===== src/rtl/hazard_scoreboard.sv =====
// Pipeline hazard scoreboard: tracks in-flight destinations after ID and stalls
// ID when a source is not yet available, counting stall cycles.
module hazard_scoreboard #(
    parameter int unsigned ADDR_W   = 5,
    parameter int unsigned DEPTH    = 2,
    parameter int unsigned LOAD_LAT = 1,
    parameter int unsigned CNT_W    = 16
) (
    input  logic              clk,
    input  logic              rst,
    input  logic              is_forward,
    input  logic              id_valid,
    input  logic              single_source,
    input  logic [ADDR_W-1:0] src1,
    input  logic [ADDR_W-1:0] src2,
    input  logic [ADDR_W-1:0] id_dest,
    input  logic              id_wb_en,
    input  logic              id_mem_read,
    input  logic              mem_stall,
    input  logic              flush,
    input  logic              stat_clr,
    output logic              hazard_detected,
    output logic [CNT_W-1:0]  stall_count
);

    logic [DEPTH-1:0]  v_q, v_d;
    logic [DEPTH-1:0]  wb_q, wb_d;
    logic [DEPTH-1:0]  ld_q, ld_d;
    logic [ADDR_W-1:0] dest_q [DEPTH];
    logic [ADDR_W-1:0] dest_d [DEPTH];
    logic [CNT_W-1:0]  cnt_q, cnt_d;

    logic [DEPTH-1:0]  match1, match2;
    logic              hit;

    always_comb begin
        match1 = '0;
        match2 = '0;
        hit    = 1'b0;
        for (int unsigned i = 0; i < DEPTH; i++) begin
            match1[i] = v_q[i] && wb_q[i] && (dest_q[i] == src1) && (dest_q[i] != '0);
            match2[i] = v_q[i] && wb_q[i] && (dest_q[i] == src2) && (dest_q[i] != '0)
                        && !single_source;
            // Forwarding hides everything except loads still inside the load-latency window
            if (match1[i] || match2[i]) begin
                if (!is_forward || ((i < LOAD_LAT) && ld_q[i])) begin
                    hit = 1'b1;
                end
            end
        end
        hazard_detected = hit && id_valid && !flush;
    end

    always_comb begin
        v_d  = v_q;
        wb_d = wb_q;
        ld_d = ld_q;
        for (int unsigned i = 0; i < DEPTH; i++) begin
            dest_d[i] = dest_q[i];
        end
        if (!mem_stall) begin
            for (int unsigned i = 1; i < DEPTH; i++) begin
                v_d[i]    = v_q[i-1];
                wb_d[i]   = wb_q[i-1];
                ld_d[i]   = ld_q[i-1];
                dest_d[i] = dest_q[i-1];
            end
            if (id_valid && !hazard_detected && !flush) begin
                v_d[0]    = 1'b1;
                wb_d[0]   = id_wb_en;
                ld_d[0]   = id_mem_read;
                dest_d[0] = id_dest;
            end else begin
                v_d[0]    = 1'b0;
                wb_d[0]   = 1'b0;
                ld_d[0]   = 1'b0;
                dest_d[0] = '0;
            end
        end
    end

    always_comb begin
        cnt_d = cnt_q;
        if (stat_clr) begin
            cnt_d = '0;
        end else if (hazard_detected && !mem_stall && (cnt_q != '1)) begin
            cnt_d = cnt_q + CNT_W'(1);
        end
    end

    always_ff @(posedge clk or negedge rst) begin
        if (!rst) begin
            v_q   <= '0;
            wb_q  <= '0;
            ld_q  <= '0;
            cnt_q <= '0;
            for (int unsigned i = 0; i < DEPTH; i++) begin
                dest_q[i] <= '0;
            end
        end else begin
            v_q   <= v_d;
            wb_q  <= wb_d;
            ld_q  <= ld_d;
            cnt_q <= cnt_d;
            for (int unsigned i = 0; i < DEPTH; i++) begin
                dest_q[i] <= dest_d[i];
            end
        end
    end

    assign stall_count = cnt_q;

endmodule


===== config.mk =====
export PLATFORM = sky130hd
export DESIGN_NAME = hazard_scoreboard
export DESIGN_NICKNAME = d
export VERILOG_FILES = /design/src/rtl/hazard_scoreboard.sv
export SDC_FILE = /design/constraint.sdc
export NUM_CORES = 1
export LEC_CHECK = 0
export ABC_CLOCK_PERIOD_IN_PS = 4250
export BUFFER_PORTS_ARGS = -buffer_cell sky130_fd_sc_hd__buf_2
export CORE_ASPECT_RATIO = 1.5
export CORE_MARGIN = 2
export CORE_UTILIZATION = 60
export CTS_BUF_LIST = sky130_fd_sc_hd__clkbuf_4 sky130_fd_sc_hd__clkbuf_8
export DETAILED_ROUTE_END_ITERATION = 6
export PLACE_DENSITY_LB_ADDON = 0.05
export SLEW_MARGIN = 15
export SYNTH_ARGS = -nofsm -noshare
export SYNTH_HDL_FRONTEND = slang
export SYNTH_SLANG_ARGS = --single-unit

===== constraint.sdc =====
create_clock -name clk -period 4.25 [get_ports clk]
set_input_delay 0.85 -clock clk [delete_from_list [all_inputs] [get_ports clk]]
set_output_delay 0.85 -clock clk [all_outputs]
set_load 0.01 [all_outputs]

Yosys cells after proc, flatten, opt, wreduce, memory -nomap -nowiden:

Index checks and enable logic that the tools add are counted.

* register bits: 31
* latch bits: 0
* RAM bits: 0
* memory bits (read-only): 0
* input bits: 25
* logic and storage cells: 51
* memories kept: 0

* add/subtract/negate cells: 1
* multiply operators: 0
* divide/modulo/power cells: 0
* magnitude comparators: 0
* eq/ne operators: 5
* shift operators: 0
* muxes and demuxes: 10
* bitwise gates (word level): 0
* reduce and logical (&&, ||, !) cells: 29

Operators by type and width (count)
* 16-bit two-way mux: 2
* 5-bit == test: 4
* 1-bit logical AND: 18
* 16-bit by 1-bit adder with 16-bit output (second input constant): 1
* 16-bit != test (second input constant): 1
* 5-bit nonzero test: 2
* 1-bit two-way mux: 7
* 1-bit zero test: 5
* 5-bit two-way mux: 1
* 1-bit logical OR: 3
* 2-bit nonzero test: 1

Depth between registers and ports, before layout:

* word-level depth: 14
* mapped depth: 9
* gate-level depth less buffers: 7

Least setup slack after synthesis:

OpenSTA, ideal clock, no wires.

* kind: in2out
* start: input src2[0]
* end: output hazard_detected
* arrival: 1936 ps
* required time: 3400 ps
* setup slack: 1464 ps
* stages on the path: 5
* path buffers: 0
* path through: xnor2_1 nand4_1 o32ai_2 a22oi_1 nor3b_1

* cells in the longest elaborated chain, start to end: 10
* elaborated cells between the ends (all ways): 15

RTL lines
* start, declared: line 15 `input logic [ADDR_W-1:0] src2,`
* 5-bit == test: line 42 `match2[i] = v_q[i] && wb_q[i] && (dest_q[i] == src2) && (dest_q[i] != '0)`
* 1-bit logical AND (2 in a row): line 42
* 1-bit logical AND: line 43 `&& !single_source;`
* 1-bit logical OR: line 45 `if (match1[i] || match2[i]) begin`
* 1-bit two-way mux: line 45
* 1-bit two-way mux: line 46 `if (!is_forward || ((i < LOAD_LAT) && ld_q[i])) begin`
* 1-bit two-way mux (*): line 45
* 1-bit logical AND (*) (2 in a row): line 51 `hazard_detected = hit && id_valid && !flush;`
* end, declared: line 22 `output logic hazard_detected,`

Mark *: on every way between the ends. The rest lies on a longest branch, timed or not.

Final worst setup path:

* start: input src2[4]
* end: output hazard_detected

The elaborated chain is that of the path after synthesis.

==> impl_results.md <==
- Clock skew: 0.00725 ns
- Post-DRT Antenna Nets: 0
- Worst rel slew slack: 47.7%
- Final setup violation count: 0
- Final Wtd Congestion: 0.861
- Vias in the first global route: 1554
- Setup TNS: 0 ns
- # fillers: 236
- Share of layout cells above drive strength 1: 32.5%
- Reg clk slew, reported paths: 0.07 ns
- Crit path cell chain: buf_2 > xnor2_1 > nand4_1 > o32ai_2 > a22oi_1 > nor3b_1 > buf_2
- Library cells used by synthesis: 40
- Total congestion overflow: 0
- Cell repeated most along the worst path: buf_2
- Req. time, crit path: 3.40 ns
- Syn avg cell area: 10.8 um2
- Actual slew at the worst max-slew pin: 0.784 ns
- Die area: 3460 um2
- Synth area leader: dfrtp_1
- Worst path arrival time: 2.22 ns
- CP endpoint kind: output pin
- Max_cap viols: 0
- Worst vdd ir: 0.000360 V
- First-pass DRT Iterations: 4
- Vias per cell: 5.96
- Worst Hold Launch: v_q[0]
- Final hold slack: 0.508 ns
- First-pass GRT wire length: 7040 um
- Gate Count Post-Synth: 167
- Die width: 48.7 um
- Clock Sinks: 31
- Top cell type's share of synthesized area: 43.1%
- Async S/R FF share, synth: 100%
- Worst Path Max Fanout: 3
- Minimum clock period after layout: 3.07 ns
- First DRT Iteration DRCs: 23
- Leak pwr: 0.935 nW
- Levels on crit path: 7
- DR WL/cell: 16.4 um
- Hold path cells: 1
- Critical path startpoint: src2[4]
- Largest net degree at the start of global routing: 32
- Final core utilization: 73.1%
- Unrepaired setup endpoints after global routing: false
- Clock root buffer: clkbuf_8
- All-layer global routing usage: 26.1%
- Largest delay share family, worst path: compound AO/OA/AOI/OAI gates
- P per Cell Area: 308 nW/um2
- Slowest cell on crit path: o32ai_2
- H-tree levels: 2
- Number of synthesized flops with an enable pin: 0
- # rows: 24
- Seq/Total Area, Yosys: 43.1%
- Fin. Hold Viols: 0
- Final Net Count: 234
- Post-CTS Setup Bufs: 0
- Top cells by area, synth: dfrtp_1, xnor2_1, mux2_2, a22o_1, a21oi_1
- Area grow syn2layout: 17.0%
- Kind of critical path: input pin to output pin
- Final HPWL DP: 3000 um
- Reg2reg end: stall_count[13]
- Worst hold endpoint: v_q[0]
- Worst path max stage delay: 0.44 ns
- CP Buf/Inv Count: 2
- R2R setup slack: 1.68 ns
- Synthesized cell area: 1800 um2
- Port Buffers: 41
- Hold Crit Class: register to register
- Run status: finished, final reports clean
- # IOs: 42
- Post-Route WL: 4080 um
- Hold buffers post-CTS: 0
- Initial Util: 62.5%
- Worst setup SP type: input pin
- Maximum clock frequency: 326 MHz
- Antenna diodes: 0
- Post-cts resize count: 0
- Die Ht: 71.1 um
- Remaining DRCs: 0
- Worst reg2reg path depth: 6
- Synthesis-stage register bit count: 31
- Final-report max-slew violation count: 0
- TritonCTS clock tree: yes
- Synthesized net count: 193
- Number of buffers created by CTS: 5
- Period utilization: 72.2%
- Worst r2r src: dest_q[1]
- Skew-Pair Late Insertion Delay: 0.28 ns
- Vias: 1478
- Clock Path Buffers: 2
- Area of the core: 2880 um2
- Yosys synthesis warning count: 0
- Antenna violations before repair: 0
- Synth Flop Type: dfrtp_1
==> where the power goes <==
part           internal [mW]  switching [mW]  total (mW)  leakage (nW)
Sequential             0.305          0.0130       0.318         0.425
Combinational         0.0356          0.0364      0.0720         0.455
Clock                  0.154           0.106       0.260        0.0549
Total                  0.495           0.155       0.650         0.935
==> cell usage after synthesis, types with 5 or more instances <==
cell	number
nor2_1	6
a22o_1	7
o21ai_1	5
nand2_1	9
mux2_2	9
xnor2_1	18
dfrtp_1	31
or4_1	8
o31ai_1	7
or3_1	5
a21oi_1	12
nand4_1	6
nand3_1	7
==> sequential cells by signal, summed over array words and instances, names as in the netlist <==
name,cells
stall_count,16
dest_q,10
v_q,2
wb_q,2
ld_q,1
==> logic make-up (layout without fill, tap and decap cells) <==
family          Yosys count  count (layout)  share of synthesized area (%)
compound gates           40              40                           18.4
xor+xnor                 21              21                           10.2
fa+ha+maj                 1               1                          0.695
buf+inv                  10              52                           3.47
flops                    31              31                           43.1
mux                      10              10                           6.19
simple gates             54              54                           17.9
==> layout by cell type (no fill, tap or decap), types with 6 or more instances in the layout <==
| cell type | synthesis | routed |
|---|---|---|
| xnor2_1 | 18 | 18 |
| clkbuf_8 | 0 | 7 |
| nand3_1 | 7 | 7 |
| nand2_1 | 9 | 9 |
| a21oi_1 | 12 | 12 |
| nand4_1 | 6 | 6 |
| a22o_1 | 7 | 7 |
| dfrtp_1 | 31 | 31 |
| o31ai_1 | 7 | 7 |
| nor2_1 | 6 | 6 |
| mux2_2 | 9 | 9 |
| buf_2 | 1 | 41 |
| or4_1 | 8 | 8 |
==> worst reg2reg max path, stage by stage, from the launching register on <==
cell,delay (ns)
dfrtp_1,0.43
or4_1,0.57
o2111ai_2,0.24
nor3_2,0.09
a32oi_4,0.63
nor4_1,0.17
mux2_2,0.32
==> cell type report <==
class                           count  area (um2)  area share [%]
Multi-Input combinational cell    126         962            45.7
Sequential cell                    31         776            36.8
Timing Repair Buffer               41         205            9.74
Clock buffer                        8         104            4.93
Tap cell                           39        48.8            2.32
Inverter                            3        11.3           0.534
==> through the flow <==
step	cell area (um2)	setup slack, ns	power (mW)	cells
floorplan	1800	1.46	0.365	167
global placement	2000	1.30	0.391	240
detailed placement	2000	1.16	0.396	240
CTS	2110	1.16	0.656	248
global route	2110	1.06	0.680	248
finish	2110	1.18	0.650	248
==> worst max-delay path by stage <==
stage,end
finish,hazard_detected
global route,hazard_detected
CTS,hazard_detected
detailed placement,hazard_detected
global placement,hazard_detected
floorplan,hazard_detected
==> layer usage <==
metal	global-route usage, %	part of all wire (%)
met3	6.54	3.4
met5	0	0
met2	46.4	54
met1	29.9	41
met4	9.84	2.1
Note: power is estimated with default switching activity, not from simulation.
